**src/rtl/tdc_capture_ctrl_if.sv**
```systemverilog
// Control, status and BRAM port-B signals between the TDC capture controller and the GPIO/BRAM side.
// master = controller side; slave = GPIO/BRAM side.
interface tdc_capture_ctrl_if #(
  parameter int ONES_W = 8,
  parameter int ADDR_W = 15
) ();
  logic [ONES_W-1:0] ones;
  logic              run;
  logic              clr;
  logic              ring_mode;
  logic [7:0]        decim;
  logic              rdy;
  logic              full;
  logic              wrapped;
  logic [ADDR_W-1:0] wr_ptr;
  logic              clkb;
  logic              rstb;
  logic              enb;
  logic [3:0]        web;
  logic [ADDR_W-1:0] addrb;
  logic [31:0]       datab;

  modport master (
    input  ones, run, clr, ring_mode, decim,
    output rdy, full, wrapped, wr_ptr, clkb, rstb, enb, web, addrb, datab
  );

  modport slave (
    output ones, run, clr, ring_mode, decim,
    input  rdy, full, wrapped, wr_ptr, clkb, rstb, enb, web, addrb, datab
  );
endinterface

```
**src/rtl/tdc_capture_ctrl.sv**
```systemverilog
// Streams TDC hit counts into BRAM port B (one-shot or ring, decimated) and clears the buffer on command.
// All outputs registered: a write strobe decided in a cycle is visible one cycle later; no backpressure.
module tdc_capture_ctrl #(
  parameter int ONES_W = 8,
  parameter int ADDR_W = 15
) (
  input  logic                sys_clk,
  input  logic                sys_rst_n,
  tdc_capture_ctrl_if.master  bus
);

  typedef enum logic [2:0] {IDLE, RUN, RUN_DONE, CLEAR, CLR_DONE} state_t;

  localparam logic [ADDR_W-1:0] LAST = {{(ADDR_W-2){1'b1}}, 2'b00};
  localparam logic [ADDR_W-1:0] STEP = ADDR_W'(4);

  state_t            state_q, state_d;
  logic              ring_q, ring_d;
  logic [7:0]        decim_q, decim_d;
  logic [7:0]        dcnt_q, dcnt_d;
  logic [ADDR_W-1:0] ptr_q, ptr_d;
  logic              wrapped_q, wrapped_d;
  logic              full_q, full_d;
  logic [ADDR_W-1:0] wr_ptr_q, wr_ptr_d;
  logic              rdy_q, rdy_d;
  logic              enb_q, enb_d;
  logic [3:0]        web_q, web_d;
  logic [ADDR_W-1:0] addrb_q, addrb_d;
  logic [31:0]       datab_q, datab_d;

  always_comb begin
    state_d   = state_q;
    ring_d    = ring_q;
    decim_d   = decim_q;
    dcnt_d    = dcnt_q;
    ptr_d     = ptr_q;
    wrapped_d = wrapped_q;
    full_d    = full_q;
    wr_ptr_d  = wr_ptr_q;
    enb_d     = 1'b0;
    web_d     = 4'h0;
    addrb_d   = addrb_q;
    datab_d   = datab_q;
    rdy_d     = (state_q == IDLE);

    case (state_q)
      IDLE: begin
        addrb_d = '0;
        datab_d = '0;
        if (bus.clr) begin
          state_d   = CLEAR;
          ptr_d     = '0;
          wrapped_d = 1'b0;
          wr_ptr_d  = '0;
        end else if (bus.run) begin
          state_d   = RUN;
          ring_d    = bus.ring_mode;
          decim_d   = bus.decim;
          dcnt_d    = '0;
          ptr_d     = '0;
          wrapped_d = 1'b0;
          full_d    = 1'b0;
          wr_ptr_d  = '0;
        end
      end

      RUN: begin
        if (!bus.run) begin
          state_d = RUN_DONE;
        end else begin
          dcnt_d = (dcnt_q == decim_q) ? 8'd0 : dcnt_q + 8'd1;
          if (dcnt_q == 8'd0) begin
            enb_d    = 1'b1;
            web_d    = 4'hF;
            datab_d  = 32'(bus.ones);
            addrb_d  = ptr_q;
            wr_ptr_d = ptr_q;
            ptr_d    = ptr_q + STEP;
            // The pointer wraps to 0 by natural overflow after LAST.
            if (ptr_q == LAST) begin
              if (ring_q) begin
                wrapped_d = 1'b1;
              end else begin
                state_d = RUN_DONE;
                full_d  = 1'b1;
              end
            end
          end
        end
      end

      RUN_DONE: begin
        datab_d = '0;
        if (!bus.run) state_d = IDLE;
      end

      CLEAR: begin
        enb_d   = 1'b1;
        web_d   = 4'hF;
        datab_d = '0;
        addrb_d = ptr_q;
        full_d  = 1'b1;
        ptr_d   = ptr_q + STEP;
        if (ptr_q == LAST) state_d = CLR_DONE;
      end

      CLR_DONE: begin
        full_d = 1'b0;
        if (!bus.clr) state_d = IDLE;
      end

      default: state_d = IDLE;
    endcase
  end

  always_ff @(posedge sys_clk or negedge sys_rst_n) begin
    if (!sys_rst_n) begin
      state_q   <= IDLE;
      ring_q    <= 1'b0;
      decim_q   <= '0;
      dcnt_q    <= '0;
      ptr_q     <= '0;
      wrapped_q <= 1'b0;
      full_q    <= 1'b0;
      wr_ptr_q  <= '0;
      rdy_q     <= 1'b0;
      enb_q     <= 1'b0;
      web_q     <= 4'h0;
      addrb_q   <= '0;
      datab_q   <= '0;
    end else begin
      state_q   <= state_d;
      ring_q    <= ring_d;
      decim_q   <= decim_d;
      dcnt_q    <= dcnt_d;
      ptr_q     <= ptr_d;
      wrapped_q <= wrapped_d;
      full_q    <= full_d;
      wr_ptr_q  <= wr_ptr_d;
      rdy_q     <= rdy_d;
      enb_q     <= enb_d;
      web_q     <= web_d;
      addrb_q   <= addrb_d;
      datab_q   <= datab_d;
    end
  end

  assign bus.rdy     = rdy_q;
  assign bus.full    = full_q;
  assign bus.wrapped = wrapped_q;
  assign bus.wr_ptr  = wr_ptr_q;
  assign bus.clkb    = sys_clk;
  assign bus.rstb    = 1'b0;
  assign bus.enb     = enb_q;
  assign bus.web     = web_q;
  assign bus.addrb   = addrb_q;
  assign bus.datab   = datab_q;

endmodule

```
**src/flat_wrapper.sv**
```systemverilog
// flat-port wrapper written by rule: the top's interface ports become plain ports
module tdc_capture_ctrl_flat 
#(
  parameter int ONES_W = 8,
  parameter int ADDR_W = 15
)
  (sys_clk, sys_rst_n, bus_ones, bus_run, bus_clr, bus_ring_mode, bus_decim, bus_rdy, bus_full, bus_wrapped, bus_wr_ptr, bus_clkb, bus_rstb, bus_enb, bus_web, bus_addrb, bus_datab);
  tdc_capture_ctrl_if #(.ONES_W(ONES_W), .ADDR_W(ADDR_W)) bus_i ();
  input  logic sys_clk;
  input  logic sys_rst_n;
  input wire logic [$bits(bus_i.ones)-1:0] bus_ones;
  input wire logic [$bits(bus_i.run)-1:0] bus_run;
  input wire logic [$bits(bus_i.clr)-1:0] bus_clr;
  input wire logic [$bits(bus_i.ring_mode)-1:0] bus_ring_mode;
  input wire logic [$bits(bus_i.decim)-1:0] bus_decim;
  output wire logic [$bits(bus_i.rdy)-1:0] bus_rdy;
  output wire logic [$bits(bus_i.full)-1:0] bus_full;
  output wire logic [$bits(bus_i.wrapped)-1:0] bus_wrapped;
  output wire logic [$bits(bus_i.wr_ptr)-1:0] bus_wr_ptr;
  output wire logic [$bits(bus_i.clkb)-1:0] bus_clkb;
  output wire logic [$bits(bus_i.rstb)-1:0] bus_rstb;
  output wire logic [$bits(bus_i.enb)-1:0] bus_enb;
  output wire logic [$bits(bus_i.web)-1:0] bus_web;
  output wire logic [$bits(bus_i.addrb)-1:0] bus_addrb;
  output wire logic [$bits(bus_i.datab)-1:0] bus_datab;
  assign bus_i.ones = bus_ones;
  assign bus_i.run = bus_run;
  assign bus_i.clr = bus_clr;
  assign bus_i.ring_mode = bus_ring_mode;
  assign bus_i.decim = bus_decim;
  assign bus_rdy = bus_i.rdy;
  assign bus_full = bus_i.full;
  assign bus_wrapped = bus_i.wrapped;
  assign bus_wr_ptr = bus_i.wr_ptr;
  assign bus_clkb = bus_i.clkb;
  assign bus_rstb = bus_i.rstb;
  assign bus_enb = bus_i.enb;
  assign bus_web = bus_i.web;
  assign bus_addrb = bus_i.addrb;
  assign bus_datab = bus_i.datab;
  tdc_capture_ctrl #(.ONES_W(ONES_W), .ADDR_W(ADDR_W)) u_core (.sys_clk(sys_clk), .sys_rst_n(sys_rst_n), .bus(bus_i));
endmodule
```
**config.mk**
```make
export PLATFORM = sky130hd
export DESIGN_NAME = tdc_capture_ctrl_flat
export DESIGN_NICKNAME = d
export VERILOG_FILES = /design/src/rtl/tdc_capture_ctrl_if.sv /design/src/rtl/tdc_capture_ctrl.sv /design/src/flat_wrapper.sv
export SDC_FILE = /design/constraint.sdc
export NUM_CORES = 1
export LEC_CHECK = 0
export CAP_MARGIN = 25
export CORE_ASPECT_RATIO = 0.6
export CORE_MARGIN = 1
export CORE_UTILIZATION = 30
export DETAILED_ROUTE_END_ITERATION = 12
export PLACE_DENSITY = 0.53
export SLEW_MARGIN = 30
export SYNTH_ARGS = -nofsm -noshare
export SYNTH_HDL_FRONTEND = slang
export SYNTH_SLANG_ARGS = --single-unit
```
**constraint.sdc**
```tcl
create_clock -name sys_clk -period 2.1 [get_ports sys_clk]
set_input_delay 0.315 -clock sys_clk [delete_from_list [all_inputs] [get_ports sys_clk]]
set_output_delay 0.315 -clock sys_clk [all_outputs]
set_load 0.03 [all_outputs]
```
==> load_flow_metrics.sql <==
INSERT INTO impl_metrics (metric_group, metric, value, unit) VALUES
('outcome', 'run_status', 'complete, no violations', ''),
('grt', 'first_global_vias', '2839', ''),
('job', 'cap_viol_max_count', '0', ''),
('drt', 'post_drt_wl_per_cell', '15.2', 'µm'),
('place', 'gpl.final_weighted_congestion', '0.838', ''),
('worst_setup_path', 'worstPathBufferInverterCount', '3', ''),
('worst_setup_path', 'most_common_cell_on_crit_path', 'sky130_fd_sc_hd__clkbuf_16', ''),
('pwr', 'p_leak', '2.26', 'nW'),
('drt', 'routed.top_layer', 'met4', ''),
('sta', 'final_hold_viol_count', '0', ''),
('sta', 'max_slew_margin', '54.1', '%'),
('finish', 'final_layout_size_suffix_gt1_share', '15.6', '%'),
('worst_setup_path', 'setup.worst_path.class', 'clk -> out', ''),
('worst_setup_path', 'crit_path_end_kind', 'output port', ''),
('yosys', 'yosys-top-cells-count', 'sky130_fd_sc_hd__dfrtp_1, sky130_fd_sc_hd__nand2_1, sky130_fd_sc_hd__buf_4', ''),
('yosys', 'synthesis.area', '3670', 'µm²'),
('grt', 'grt_antenna_before_repair', '0', ''),
('pwr', 'power-per-cell-area', '1300', 'nW/µm²'),
('yosys', 'post_synth.cell_area_avg', '10.1', 'µm²'),
('floorplanning', 'die_w', '145', 'µm'),
('drt', 'drtPass1Iterations', '5', ''),
('sta', 'rsz_0062_raised_after_global_routing', 'false', ''),
('grt', 'grt_pass1_wl', '15100', 'µm'),
('grt', 'track_usage', '16.1', '%'),
('drt', 'routed_wl', '9450', 'µm'),
('floorplanning', 'die-area', '12700', 'µm²'),
('worst_setup_path', 'critical_path.cell_chain', 'clkbuf_16, clkbuf_16, dlygate4sd2_1', ''),
('yosys', 'syn_inst', '365', ''),
('floorplanning', 'boundaryPins', '93', ''),
('finish', 'final-instance-count-excl-fill', '623', ''),
('drt', 'drtIter0Drc', '175', ''),
('yosys', 'synth_edf_count', '0', ''),
('yosys', 'post-synth-top-area-fraction', '49.8', '%'),
('worst_setup_path', 'crit_path_arrival_time', '1.64', 'ns'),
('pwr', 'intPower', '4.02', 'mW'),
('yosys', 'yosys.cell_types.count', '48', ''),
('finish', 'ant_diodes', '0', ''),
('pwr', 'switching_power', '2.43', 'mW'),
('grt', 'maximum_number_of_pins_on_one_net_before_global_route_repair', '45', ''),
('yosys', 'post_synth_main_area_contributors', 'sky130_fd_sc_hd__dfrtp_1, sky130_fd_sc_hd__buf_4, sky130_fd_sc_hd__nand2_1, sky130_fd_sc_hd__a22o_1, sky130_fd_sc_hd__mux2_2', ''),
('place', 'port_buffers', '67', ''),
('floorplanning', 'floorplan.rows', '30', ''),
('worst_setup_path', 'critical_path.max_stage_delay', '0.34', 'ns'),
('worst_setup_path', 'critical_path_peak_fanout', '2', ''),
('worst_setup_path', 'timing.critical_path.slowest_stage_cell', 'sky130_fd_sc_hd__dlygate4sd2_1', ''),
('drt', 'routed-via-count', '2947', ''),
('clock_network', 'worst_skew_pair.late_latency', '0.45', 'ns'),
('yosys', 'post-synth-top-area-cell', 'sky130_fd_sc_hd__dfrtp_1', ''),
('yosys', 'ys_warn_count', '0', ''),
('worst_setup_path', 'start_kind', 'clock port', ''),
('finish', 'area_grow_syn2layout', '35.6', '%'),
('sta', 'totalNegativeSetupSlack', '0', 'ns'),
('grt', 'grt_overflow_total', '0', ''),
('pwr', 'power.share.clock', '29.9', '%'),
('place', 'post-dp-hpwl', '6900', 'µm'),
('sta', 'max_slew.worst_pin.slew', '0.688', 'ns'),
('worst_setup_path', 'worstPathRequired', '1.78', 'ns'),
('yosys', 'synth_async_sr_flop_share', '100', '%'),
('drt', 'wl_met1', '5000', 'µm'),
('floorplanning', 'start_util', '31.7', '%'),
('worst_setup_path', 'cpLargestDelayFamily', 'buffers and inverters', ''),
('pwr', 'power.ir.vdd_worst', '0.674', 'mV'),
('sta', 'finalClockSkew', '0.00584', 'ns'),
('clock_network', 'tritoncts_clock_tree', 'yes', ''),
('yosys', 'postSynthRegisterBits', '73', ''),
('finish', 'fillers', '1097', ''),
('pwr', 'power.switching_fraction', '37.7', '%'),
('drt', 'route.met2.wl', '3700', 'µm'),
('drt', 'met3_length', '671', 'µm'),
('clock_network', 'clkTransAtPathRegs', '0.05', 'ns'),
('floorplanning', 'core', '11600', 'µm²');
==> power groups by stage <==
stage / Combinational, mW / Sequential, mW / Clock, mW
finish: 2.62 / 1.90 / 1.93
global route: 2.87 / 1.94 / 2.04
CTS: 2.64 / 1.90 / 1.98
detailed placement: 2.63 / 1.92 / 0.0793
global placement: 2.58 / 1.91 / 0.0793
floorplan: 1.49 / 2.15 / 0.0713
==> routing by layer <==
layer | vias to the layer above | track usage (%)
li1 | 1405 | -
met1 | 1429 | 24.2
met2 | 102 | 21.2
met3 | 11 | 5.41
met4 | 0 | 5.17
met5 | - | 0
==> repair_timing <==
item | in CTS | in global routing
hold buffers | 1 | 0
hold endpoints to repair | 29 | 0
setup buffers | 0 | 0
setup endpoints to repair | 1 | 1
resized for setup | 1 | 1
==> cells by family after synthesis <==
logic type | synth area share, %
compound gates | 15.2
other cells | 0.102
flops | 49.8
mux | 5.21
buf+inv | 10.4
fa+ha+maj | 1.02
xor+xnor | 1.91
simple gates | 16.4
==> cell usage in the layout (no fill, tap or decap), types with 3 or more instances in the layout <==
cell type / synthesis / layout
sky130_fd_sc_hd__clkbuf_16: 0 / 12
sky130_fd_sc_hd__nor2_1: 23 / 23
sky130_fd_sc_hd__nand2b_1: 5 / 5
sky130_fd_sc_hd__ha_1: 3 / 3
sky130_fd_sc_hd__clkdlybuf4s50_1: 0 / 65
sky130_fd_sc_hd__o22ai_1: 5 / 5
sky130_fd_sc_hd__inv_1: 11 / 11
sky130_fd_sc_hd__mux2_2: 9 / 9
sky130_fd_sc_hd__conb_1: 1 / 25
sky130_fd_sc_hd__a21o_1: 3 / 3
sky130_fd_sc_hd__o21ai_1: 19 / 19
sky130_fd_sc_hd__a21oi_1: 13 / 13
sky130_fd_sc_hd__nand2_1: 49 / 49
sky130_fd_sc_hd__nand3_1: 8 / 8
sky130_fd_sc_hd__a22o_1: 16 / 16
sky130_fd_sc_hd__mux2i_1: 9 / 9
sky130_fd_sc_hd__nor3_1: 7 / 7
sky130_fd_sc_hd__xor2_1: 8 / 8
sky130_fd_sc_hd__nor4_1: 3 / 3
sky130_fd_sc_hd__clkbuf_8: 0 / 3
sky130_fd_sc_hd__buf_4: 34 / 33
sky130_fd_sc_hd__dfrtp_1: 73 / 72
sky130_fd_sc_hd__nand4_1: 7 / 7
sky130_fd_sc_hd__o21ai_0: 14 / 14
==> flip-flops by register name (all words and copies together) (netlist names), 3 cells and up <==
| signal | flops |
|---|---|
| u_core.bus.addrb | 14 |
| u_core.bus.wr_ptr | 14 |
| u_core.ptr_q | 13 |
| u_core.bus.datab | 8 |
| u_core.dcnt_q | 8 |
| u_core.decim_q | 8 |
| u_core.state_q | 3 |
==> layout make-up <==
type                    count  area (µm²)  area share (%)
inverters                  13        48.8           0.980
clock inverters             2        35.0           0.704
multi-input cells         256        1560            31.3
flip-flops and latches     73        1830            36.7
well taps                 160         200            4.02
repair buffers            101         948            19.1
clock buffers              18         358            7.19
==> final timing paths <==
| check | startpoint | end | slack (ns) | depth (start not counted) |
|---|---|---|---|---|
| setup reg to reg | u_core.dcnt_q[3]$_DFFE_PN0P_ | u_core.bus.addrb[5]$_DFFE_PN0P_ | 0.20 | 6 |
| setup / recovery | sys_clk | bus_clkb | 0.15 | 3 |
| min in group sys_clk | bus_ones[1] | u_core.bus.datab[1]$_DFFE_PN0P_ | 0.48 | 3 |
| hold / removal | sys_rst_n | u_core.decim_q[5]$_DFFE_PN0P_ | 0.35 | 2 |
| max in group asynchronous | sys_rst_n | u_core.bus.datab[7]$_DFFE_PN0P_ | 1.16 | 3 |
| hold reg to reg | u_core.bus.wr_ptr[13]$_DFFE_PN0P_ | u_core.bus.wr_ptr[13]$_DFFE_PN0P_ | 0.49 | 2 |
==> per-stage QoR <==
step	hold WS, ns	setup WS (ns)	utilization (%)	power, mW	cell area (µm²)
3_5_place_dp	0.286	-0.0373	39.5	4.62	4580
3_3_place_gp	0.278	-0.159	39.4	4.57	4580
2_1_floorplan	0.0194	0.322	-	3.71	3760
6_report	0.345	0.148	42.9	6.45	4980
4_1_cts	0.350	0.144	42.9	6.52	4980
5_1_grt	0.388	0.0532	42.9	6.85	4980
(Power assumes the default switching activity.)
